`src/rtl/axilite_pkg.sv`:
```
// Shared types for the AXI-lite register bank: response codes, FSM state enums
// and an index-width helper used by the address decoder and the top.
package axilite_pkg;

    typedef logic [1:0] resp_t;

    localparam resp_t RESP_OKAY   = 2'd0;
    localparam resp_t RESP_EXOKAY = 2'd1;
    localparam resp_t RESP_SLVERR = 2'd2;
    localparam resp_t RESP_DECERR = 2'd3;

    typedef enum logic {W_IDLE, W_RESP} wr_state_t;
    typedef enum logic {R_IDLE, R_DATA} rd_state_t;

    // Width of a register index; a single-register bank still needs one bit.
    function automatic int idx_width(input int n);
        return (n > 1) ? $clog2(n) : 1;
    endfunction

endpackage

```
`src/rtl/axilite_addr_dec.sv`:
```
// Byte address to word-index decoder; flags indices beyond the register bank.
module axilite_addr_dec
    import axilite_pkg::*;
#(
    parameter int ADDR_WIDTH = 32,
    parameter int DATA_WIDTH = 32,
    parameter int NUM_REGS   = 16,
    localparam int IDX_W     = idx_width(NUM_REGS)
) (
    input  logic [ADDR_WIDTH-1:0] addr_i,
    output logic [IDX_W-1:0]      idx_o,
    output logic                  dec_err_o
);

    localparam int OFF_W  = $clog2(DATA_WIDTH / 8);
    localparam int WORD_W = ADDR_WIDTH - OFF_W;

    logic [WORD_W-1:0] word;
    logic              unused_offset;

    assign word      = addr_i[ADDR_WIDTH-1:OFF_W];
    assign idx_o     = word[IDX_W-1:0];
    // One extra bit so NUM_REGS itself is representable in the comparison.
    assign dec_err_o = {1'b0, word} >= (WORD_W + 1)'(NUM_REGS);

    assign unused_offset = ^addr_i[OFF_W-1:0];

endmodule

```
`src/rtl/axilite_regbank.sv`:
```
// AXI-lite slave register bank with independent write and read FSMs.
// Define AXILITE_REGBANK_STATUS_EN to make indices >= NUM_RW read-only status words.
module axilite_regbank
    import axilite_pkg::*;
#(
    parameter int ADDR_WIDTH = 32,
    parameter int DATA_WIDTH = 32,
    parameter int NUM_REGS   = 16
`ifdef AXILITE_REGBANK_STATUS_EN
    ,
    parameter int NUM_RW     = NUM_REGS / 2
`endif
) (
    input  logic                           aclk,
    input  logic                           areset,
    input  logic [ADDR_WIDTH-1:0]          awaddr,
    input  logic                           awvalid,
    output logic                           awready,
    input  logic [DATA_WIDTH-1:0]          wdata,
    input  logic [DATA_WIDTH/8-1:0]        wstrb,
    input  logic                           wvalid,
    output logic                           wready,
    output logic [1:0]                     bresp,
    output logic                           bvalid,
    input  logic                           bready,
    input  logic [ADDR_WIDTH-1:0]          araddr,
    input  logic                           arvalid,
    output logic                           arready,
    output logic [DATA_WIDTH-1:0]          rdata,
    output logic [1:0]                     rresp,
    output logic                           rvalid,
    input  logic                           rready,
`ifdef AXILITE_REGBANK_STATUS_EN
    input  logic [(NUM_REGS-NUM_RW)*DATA_WIDTH-1:0] status_in,
`endif
    output logic [NUM_REGS*DATA_WIDTH-1:0] reg_q,
    output logic [NUM_REGS-1:0]            wr_pulse
);

    localparam int STRB_W = DATA_WIDTH / 8;
    localparam int IDX_W  = idx_width(NUM_REGS);

    logic [DATA_WIDTH-1:0] regs_q [NUM_REGS];

    wr_state_t             wr_state_q;
    logic                  aw_held_q, w_held_q, aw_err_q;
    logic [IDX_W-1:0]      aw_idx_q;
    logic [DATA_WIDTH-1:0] wdata_q;
    logic [STRB_W-1:0]     wstrb_q;
    logic                  bvalid_q;
    resp_t                 bresp_q;
    logic [NUM_REGS-1:0]   wr_pulse_q;

    rd_state_t             rd_state_q;
    logic                  rvalid_q;
    resp_t                 rresp_q;
    logic [DATA_WIDTH-1:0] rdata_q;

    logic [IDX_W-1:0]      aw_dec_idx, ar_dec_idx;
    logic                  aw_dec_err, ar_dec_err;
    logic                  aw_hs, w_hs, ar_hs, commit;

    logic [IDX_W-1:0]      wr_idx_d;
    logic                  wr_err_d, wr_ro_d;
    logic [DATA_WIDTH-1:0] wr_data_d, rd_data_d;
    logic [STRB_W-1:0]     wr_strb_d;
    resp_t                 wr_resp_d, rd_resp_d;

    axilite_addr_dec #(
        .ADDR_WIDTH (ADDR_WIDTH),
        .DATA_WIDTH (DATA_WIDTH),
        .NUM_REGS   (NUM_REGS)
    ) u_aw_dec (
        .addr_i    (awaddr),
        .idx_o     (aw_dec_idx),
        .dec_err_o (aw_dec_err)
    );

    axilite_addr_dec #(
        .ADDR_WIDTH (ADDR_WIDTH),
        .DATA_WIDTH (DATA_WIDTH),
        .NUM_REGS   (NUM_REGS)
    ) u_ar_dec (
        .addr_i    (araddr),
        .idx_o     (ar_dec_idx),
        .dec_err_o (ar_dec_err)
    );

    // NOTE: outputs are masked by areset so the bus sees an idle slave during reset.
    assign awready  = !areset && (wr_state_q == W_IDLE) && !aw_held_q;
    assign wready   = !areset && (wr_state_q == W_IDLE) && !w_held_q;
    assign arready  = !areset && (rd_state_q == R_IDLE);
    assign bvalid   = !areset && bvalid_q;
    assign bresp    = areset ? RESP_OKAY : bresp_q;
    assign rvalid   = !areset && rvalid_q;
    assign rresp    = areset ? RESP_OKAY : rresp_q;
    assign rdata    = areset ? '0 : rdata_q;
    assign wr_pulse = areset ? '0 : wr_pulse_q;

    assign aw_hs  = awvalid && awready;
    assign w_hs   = wvalid && wready;
    assign ar_hs  = arvalid && arready;
    assign commit = (aw_held_q || aw_hs) && (w_held_q || w_hs);

    // A channel already held takes priority over the live bus for the commit.
    assign wr_idx_d  = aw_held_q ? aw_idx_q : aw_dec_idx;
    assign wr_err_d  = aw_held_q ? aw_err_q : aw_dec_err;
    assign wr_data_d = w_held_q  ? wdata_q  : wdata;
    assign wr_strb_d = w_held_q  ? wstrb_q  : wstrb;

`ifdef AXILITE_REGBANK_STATUS_EN
    localparam int ST_N = NUM_REGS - NUM_RW;
    localparam int ST_W = idx_width(ST_N);

    logic [DATA_WIDTH-1:0] status_w [ST_N];
    logic [IDX_W-1:0]      st_off;

    for (genvar j = 0; j < ST_N; j++) begin : g_status
        assign status_w[j] = status_in[j*DATA_WIDTH +: DATA_WIDTH];
    end

    assign wr_ro_d = 32'(wr_idx_d) >= NUM_RW;
    assign st_off  = ar_dec_idx - IDX_W'(NUM_RW);
`else
    assign wr_ro_d = 1'b0;
`endif

    always_comb begin
        wr_resp_d = RESP_OKAY;
        if (wr_err_d)     wr_resp_d = RESP_DECERR;
        else if (wr_ro_d) wr_resp_d = RESP_SLVERR;
    end

    always_comb begin
        rd_resp_d = RESP_OKAY;
        rd_data_d = '0;
        if (ar_dec_err) rd_resp_d = RESP_DECERR;
`ifdef AXILITE_REGBANK_STATUS_EN
        else if (32'(ar_dec_idx) >= NUM_RW) rd_data_d = status_w[st_off[ST_W-1:0]];
`endif
        else rd_data_d = regs_q[ar_dec_idx];
    end

    // NOTE: regs_q is a flop array, not a RAM, so it is cleared by reset like any other state.
    always_ff @(posedge aclk) begin
        if (areset) begin
            wr_state_q <= W_IDLE;
            aw_held_q  <= 1'b0;
            w_held_q   <= 1'b0;
            aw_err_q   <= 1'b0;
            aw_idx_q   <= '0;
            wdata_q    <= '0;
            wstrb_q    <= '0;
            bvalid_q   <= 1'b0;
            bresp_q    <= RESP_OKAY;
            wr_pulse_q <= '0;
            for (int i = 0; i < NUM_REGS; i++) regs_q[i] <= '0;
        end else begin
            wr_pulse_q <= '0;
            case (wr_state_q)
                W_IDLE: begin
                    if (commit) begin
                        aw_held_q  <= 1'b0;
                        w_held_q   <= 1'b0;
                        bvalid_q   <= 1'b1;
                        bresp_q    <= wr_resp_d;
                        wr_state_q <= W_RESP;
                        if (wr_resp_d == RESP_OKAY) begin
                            wr_pulse_q[wr_idx_d] <= 1'b1;
                            for (int k = 0; k < STRB_W; k++) begin
                                if (wr_strb_d[k]) regs_q[wr_idx_d][k*8 +: 8] <= wr_data_d[k*8 +: 8];
                            end
                        end
                    end else begin
                        if (aw_hs) begin
                            aw_held_q <= 1'b1;
                            aw_idx_q  <= aw_dec_idx;
                            aw_err_q  <= aw_dec_err;
                        end
                        if (w_hs) begin
                            w_held_q <= 1'b1;
                            wdata_q  <= wdata;
                            wstrb_q  <= wstrb;
                        end
                    end
                end
                W_RESP: begin
                    if (bready) begin
                        bvalid_q   <= 1'b0;
                        bresp_q    <= RESP_OKAY;
                        wr_state_q <= W_IDLE;
                    end
                end
                default: wr_state_q <= W_IDLE;
            endcase
        end
    end

    // Reads sample regs_q before this edge's write lands, giving pre-write data.
    always_ff @(posedge aclk) begin
        if (areset) begin
            rd_state_q <= R_IDLE;
            rvalid_q   <= 1'b0;
            rresp_q    <= RESP_OKAY;
            rdata_q    <= '0;
        end else begin
            case (rd_state_q)
                R_IDLE: begin
                    if (ar_hs) begin
                        rvalid_q   <= 1'b1;
                        rresp_q    <= rd_resp_d;
                        rdata_q    <= rd_data_d;
                        rd_state_q <= R_DATA;
                    end
                end
                R_DATA: begin
                    if (rready) begin
                        rvalid_q   <= 1'b0;
                        rresp_q    <= RESP_OKAY;
                        rdata_q    <= '0;
                        rd_state_q <= R_IDLE;
                    end
                end
                default: rd_state_q <= R_IDLE;
            endcase
        end
    end

    for (genvar i = 0; i < NUM_REGS; i++) begin : g_flat
        assign reg_q[i*DATA_WIDTH +: DATA_WIDTH] = regs_q[i];
    end

endmodule
```
`config.mk`:
```
export PLATFORM = sky130hd
export DESIGN_NAME = axilite_regbank
export DESIGN_NICKNAME = d
export VERILOG_FILES = /design/src/rtl/axilite_pkg.sv /design/src/rtl/axilite_addr_dec.sv /design/src/rtl/axilite_regbank.sv
export SDC_FILE = /design/constraint.sdc
export NUM_CORES = 1
export LEC_CHECK = 0
export BUFFER_PORTS_ARGS = -buffer_cell sky130_fd_sc_hd__clkbuf_2
export CAP_MARGIN = 20
export CORE_MARGIN = 2
export CORE_UTILIZATION = 32
export DETAILED_ROUTE_END_ITERATION = 12
export PLACE_DENSITY = 0.52
export SYNTH_ARGS = -nofsm -noshare
export SYNTH_HDL_FRONTEND = slang
export SYNTH_SLANG_ARGS = --single-unit
```
`constraint.sdc`:
```
create_clock -name aclk -period 2.59 [get_ports aclk]
set_clock_uncertainty 0.05 [all_clocks]
set_input_delay 0.1295 -clock aclk [delete_from_list [all_inputs] [get_ports aclk]]
set_output_delay 0.1295 -clock aclk [all_outputs]
set_load 0.02 [all_outputs]
```
==> results <==
- The average wire per cell in the routed design is 29.4 um.
- The width of the die is 301 um.
- The startpoint identified for the worst register-to-register timing path is aw_held_q.
- The fraction of final layout cells with drive strength greater than 1 is 0.349.
- The maximum buffer depth of the clock tree is 3.
- The distinct cell type count after synthesis is 49.
- Buffers placed on the I/O ports in this run total 671.
- TritonCTS built the clock tree.
- The power per cell area is 673 mW/mm^2.
- After legalization and detailed placement, the total HPWL measured 89.0 mm.
- The clock net sink count is 609.
- Once detail routing completed, the nets flagged for antenna violations numbered 0.
- The pin count of the biggest net entering global routing is 133.
- At the worst endpoint, the required time is 2.96 ns.
- The register area share after synthesis is 0.613.
- The delay of the slowest cell on the worst path is 0.44 ns.
- The internal portion of the total power is 0.0177 W.
- At the end of routability-driven placement, the weighted congestion stood at 0.933.
- The final count of negative-setup-slack endpoints is 0.
- Across all setup checks in the final design, the least slack found is 0.130 ns.
- The post-synthesis average cell area is 12.4 sq um.
- IR analysis of the VDD net gives a maximum drop of 0.503 mV.
- The area growth from synthesis to layout is 27.7%.
- In this run the post-CTS setup repair buffer count came out at 0.
- Walking the worst path, the cells encountered are nor2_1 -> nor4_4 -> buf_4 -> nand2_4 -> buf_12 -> nor3_1.
- The die is 301 um tall.
- The most used flip-flop cell after synthesis is edfxtp_1.
- Clock latency on the worst-skew pair, taken at its later pin, is 0.63 ns.
- The tightest min-delay check is of the in2reg type.
- In the final timing run, aggregate negative setup slack is 0 ns.
- After clock tree synthesis, the clock-pin slew on the worst setup and hold paths is 0.06 ns.
- The area fraction of the dominant cell type after synthesis is 0.544.
- By area the synthesized netlist is led by edfxtp_1 54%, nor3_1 9.3%, dfxtp_1 6.9%, mux4_2 5.1%, mux2i_1 4.7%.
- The highest fanout seen on the critical path is 132.
- The number of nets in the synthesized netlist is 2395.
- The number of buffer and inverter instances along the worst setup path is 2.
- The share of total power dissipated in combinational logic is 0.118.
- The initial antenna violation count was 8.
- The post-placement worst setup slack is 0.0179 ns.
- The layout filler cell count is 8425.
- Wires add up to 123 mm.
- In the global route stage, overall resource usage came out at 0.263.
- The via count of the first global-routing pass is 22900.
- The first global-routing pass estimated 171 mm of wire.
- The number of buffers created by CTS is 72.
- The overall via count from detail_route is 23500.
- The switching power as a share of total power is 0.270.
- The cell family contributing the most delay on the critical path is simple AND/OR/NAND/NOR gates.
- The final-report max-slew violation count is 0.
- The via density per instance is 5.61.
- The total overflow left after global routing is 0.
- At the end of the flow, the number of nets in the layout was 3073.
- The transition time of the tightest slew-check pin is 0.935 ns.
- The nature of the critical path startpoint is a flip-flop.
- Synthesis handed over a netlist of 2288 instances.
- The total leakage power is 13.6 nW.
- The worst setup path is captured at a flip-flop.
- The smallest clock period supported by the final layout is computed as 2.46 ns.
- The flow ran to the end, and the final reports show no timing, DRC or antenna violations.
- Across all register-to-register paths, the minimum setup slack is 0.13 ns.
- The number of flip-flops and latches in the synthesized netlist is 609.
- The clock network fraction of total power is 0.421.
- The initialized floorplan defines 109 standard-cell rows.
- Hold timing on the final database bottoms out at a slack of 0.0334 ns.
- The fmax is 407 MHz.
- The count of TritonRoute iterations in the first routing pass is 6.
- The share of the cycle needed by the critical path after routing is 0.950.
- The arrival time of data at the critical path endpoint is 2.83 ns.
- The residual DRC count is 0.
- The core region is 0.0880 sq mm.
- The library cell used as clock root buffer is clkbuf_16.
- The die footprint is 0.0907 sq mm.
- The kind of critical path is reg2reg.
- The headroom to the max-slew limit is 0.376.
- The design draws 0.0243 W.
- The count of endpoints failing hold in the final timing report is 0.
- The fraction of synthesis flops using an asynchronous set or reset pin is 0.
- 676 I/O pins were placed.
- Setup repair after global routing left no endpoint under its margin.
- The power share of the sequential group is 0.461.
- In this run, synthesis inferred 512 flip-flops with an integrated enable.
- The slowest cell on the critical path is nor4_4.
- The total of warnings raised by yosys is 0.
- Summed over all instances, the cell type with the most area after synthesis is edfxtp_1.
- The first element of the critical path is aw_held_q.
- The number of H-tree branching levels is 3.
- The violation count after the first detailed-routing iteration is 2700.
- The initial utilization of the core area, before any placement, comes to 0.321.
- The cell area after synthesis is 0.0283 sq mm.
- The count of maximum capacitance violations is 0.
- The startpoint of the lowest-slack hold path is awaddr[26].
- The analysis attributes to net switching a power of 0.00657 W.
[flip-flops by register name, indices dropped and copies added, names as in the netlist, 4 cells and up]
name / cells
aw_idx_q: 4
wstrb_q: 4
wdata_q: 32
regs_q: 512
wr_pulse_q: 16
rdata_q: 32
[power groups by stage]
stage,Sequential (W),Combinational [W],Clock (W)
3_3_place_gp,0.0114,0.00276,0
6_report,0.0112,0.00287,0.0102
3_5_place_dp,0.0114,0.00279,0
5_1_grt,0.0112,0.00302,0.0107
4_1_cts,0.0112,0.00287,0.0103
2_1_floorplan,0.0116,0.00129,0
[worst paths after layout]
kind | end | depth (start not counted)
min reg2reg | wstrb_q[2] | 2
max | regs_q[5][15] | 6
min | aw_err_q | 5
max reg2reg | regs_q[5][15] | 6
[what timing repair did]
item / in CTS / in global routing
hold buffers: 51 / 0
gates resized for setup: 0 / 3
hold endpoints to repair: 48 / 0
endpoints found under the setup margin: 0 / 137
[per-layer routing]
metal  vias up  track usage  routed length, um
met4         8       0.0860               4110
li1      10100            -                  -
met3       225       0.0502              11100
met5         -            0                 56
met1     11800        0.347              48500
met2      1409        0.435              59300
[worst register-to-register path, cell delays in order, from the launching register on]
cell and delay [ns]:
dfxtp_2 0.43, nor2_1 0.15, nor4_4 0.44, buf_4 0.26, nand2_4 0.06, buf_12 0.24, nor3_1 0.66
[synthesized netlist by cell type (10+ instances only)]
master,count
buf_2,41
mux4_2,64
buf_6,58
nor3_1,528
a22oi_1,64
a21oi_1,41
mux2i_1,132
nor2b_1,59
nand2_1,247
clkbuf_1,113
edfxtp_1,512
buf_1,20
nor4_1,10
a31o_2,55
o211ai_1,31
o31ai_1,32
a22o_1,31
dfxtp_1,97
nor2_1,67
[area by class of cell]
class | instances | area, sq um | area share
repair buffers | 844 | 5300 | 0.147
clock inverters | 31 | 352 | 0.00974
clock buffers | 101 | 2020 | 0.0560
multi-input cells | 1435 | 9630 | 0.267
inverters | 4 | 15.0 | 0.000416
flip-flops and latches | 609 | 17300 | 0.480
well taps | 1165 | 1460 | 0.0404
diodes | 4 | 10.0 | 0.000277
[per-stage QoR]
| step | cells | utilization | instance area (sq um) |
|---|---|---|---|
| floorplan | 2288 | - | 28300 |
| detailed placement | 4006 | 0.377 | 33200 |
| CTS | 4189 | 0.410 | 36100 |
| global route | 4189 | 0.410 | 36100 |
| global placement | 4004 | 0.377 | 33200 |
| finish | 4193 | 0.410 | 36100 |
[cell usage in the layout (no fill, tap or decap), types with 9 or more instances in the layout]
| cell type | count |
|---|---|
| a21oi_1 | 41 |
| a22o_1 | 31 |
| a22oi_1 | 64 |
| a31o_1 | 9 |
| a31o_2 | 54 |
| buf_12 | 39 |
| buf_4 | 83 |
| clkbuf_1 | 19 |
| clkbuf_16 | 73 |
| clkbuf_2 | 667 |
| clkbuf_8 | 10 |
| dfxtp_1 | 96 |
| dlygate4sd3_1 | 51 |
| edfxtp_1 | 512 |
| mux2i_1 | 132 |
| mux4_2 | 64 |
| nand2_1 | 240 |
| nor2_1 | 66 |
| nor2b_1 | 59 |
| nor3_1 | 526 |
| nor3_2 | 10 |
| nor4_1 | 10 |
| o211ai_1 | 31 |
| o31ai_1 | 32 |
[logic make-up (layout without fill, tap and decap cells)]
logic type             count (synthesis)  after routing  synth area share
and+or+nand+nor                      958            958             0.163
DFF                                  609            609             0.613
AOI/OAI and AO/OA                    281            281            0.0759
buffers and inverters                244            980            0.0507
muxes                                196            196            0.0977
other                                  0              4                 0
(Power assumes the default switching activity.)
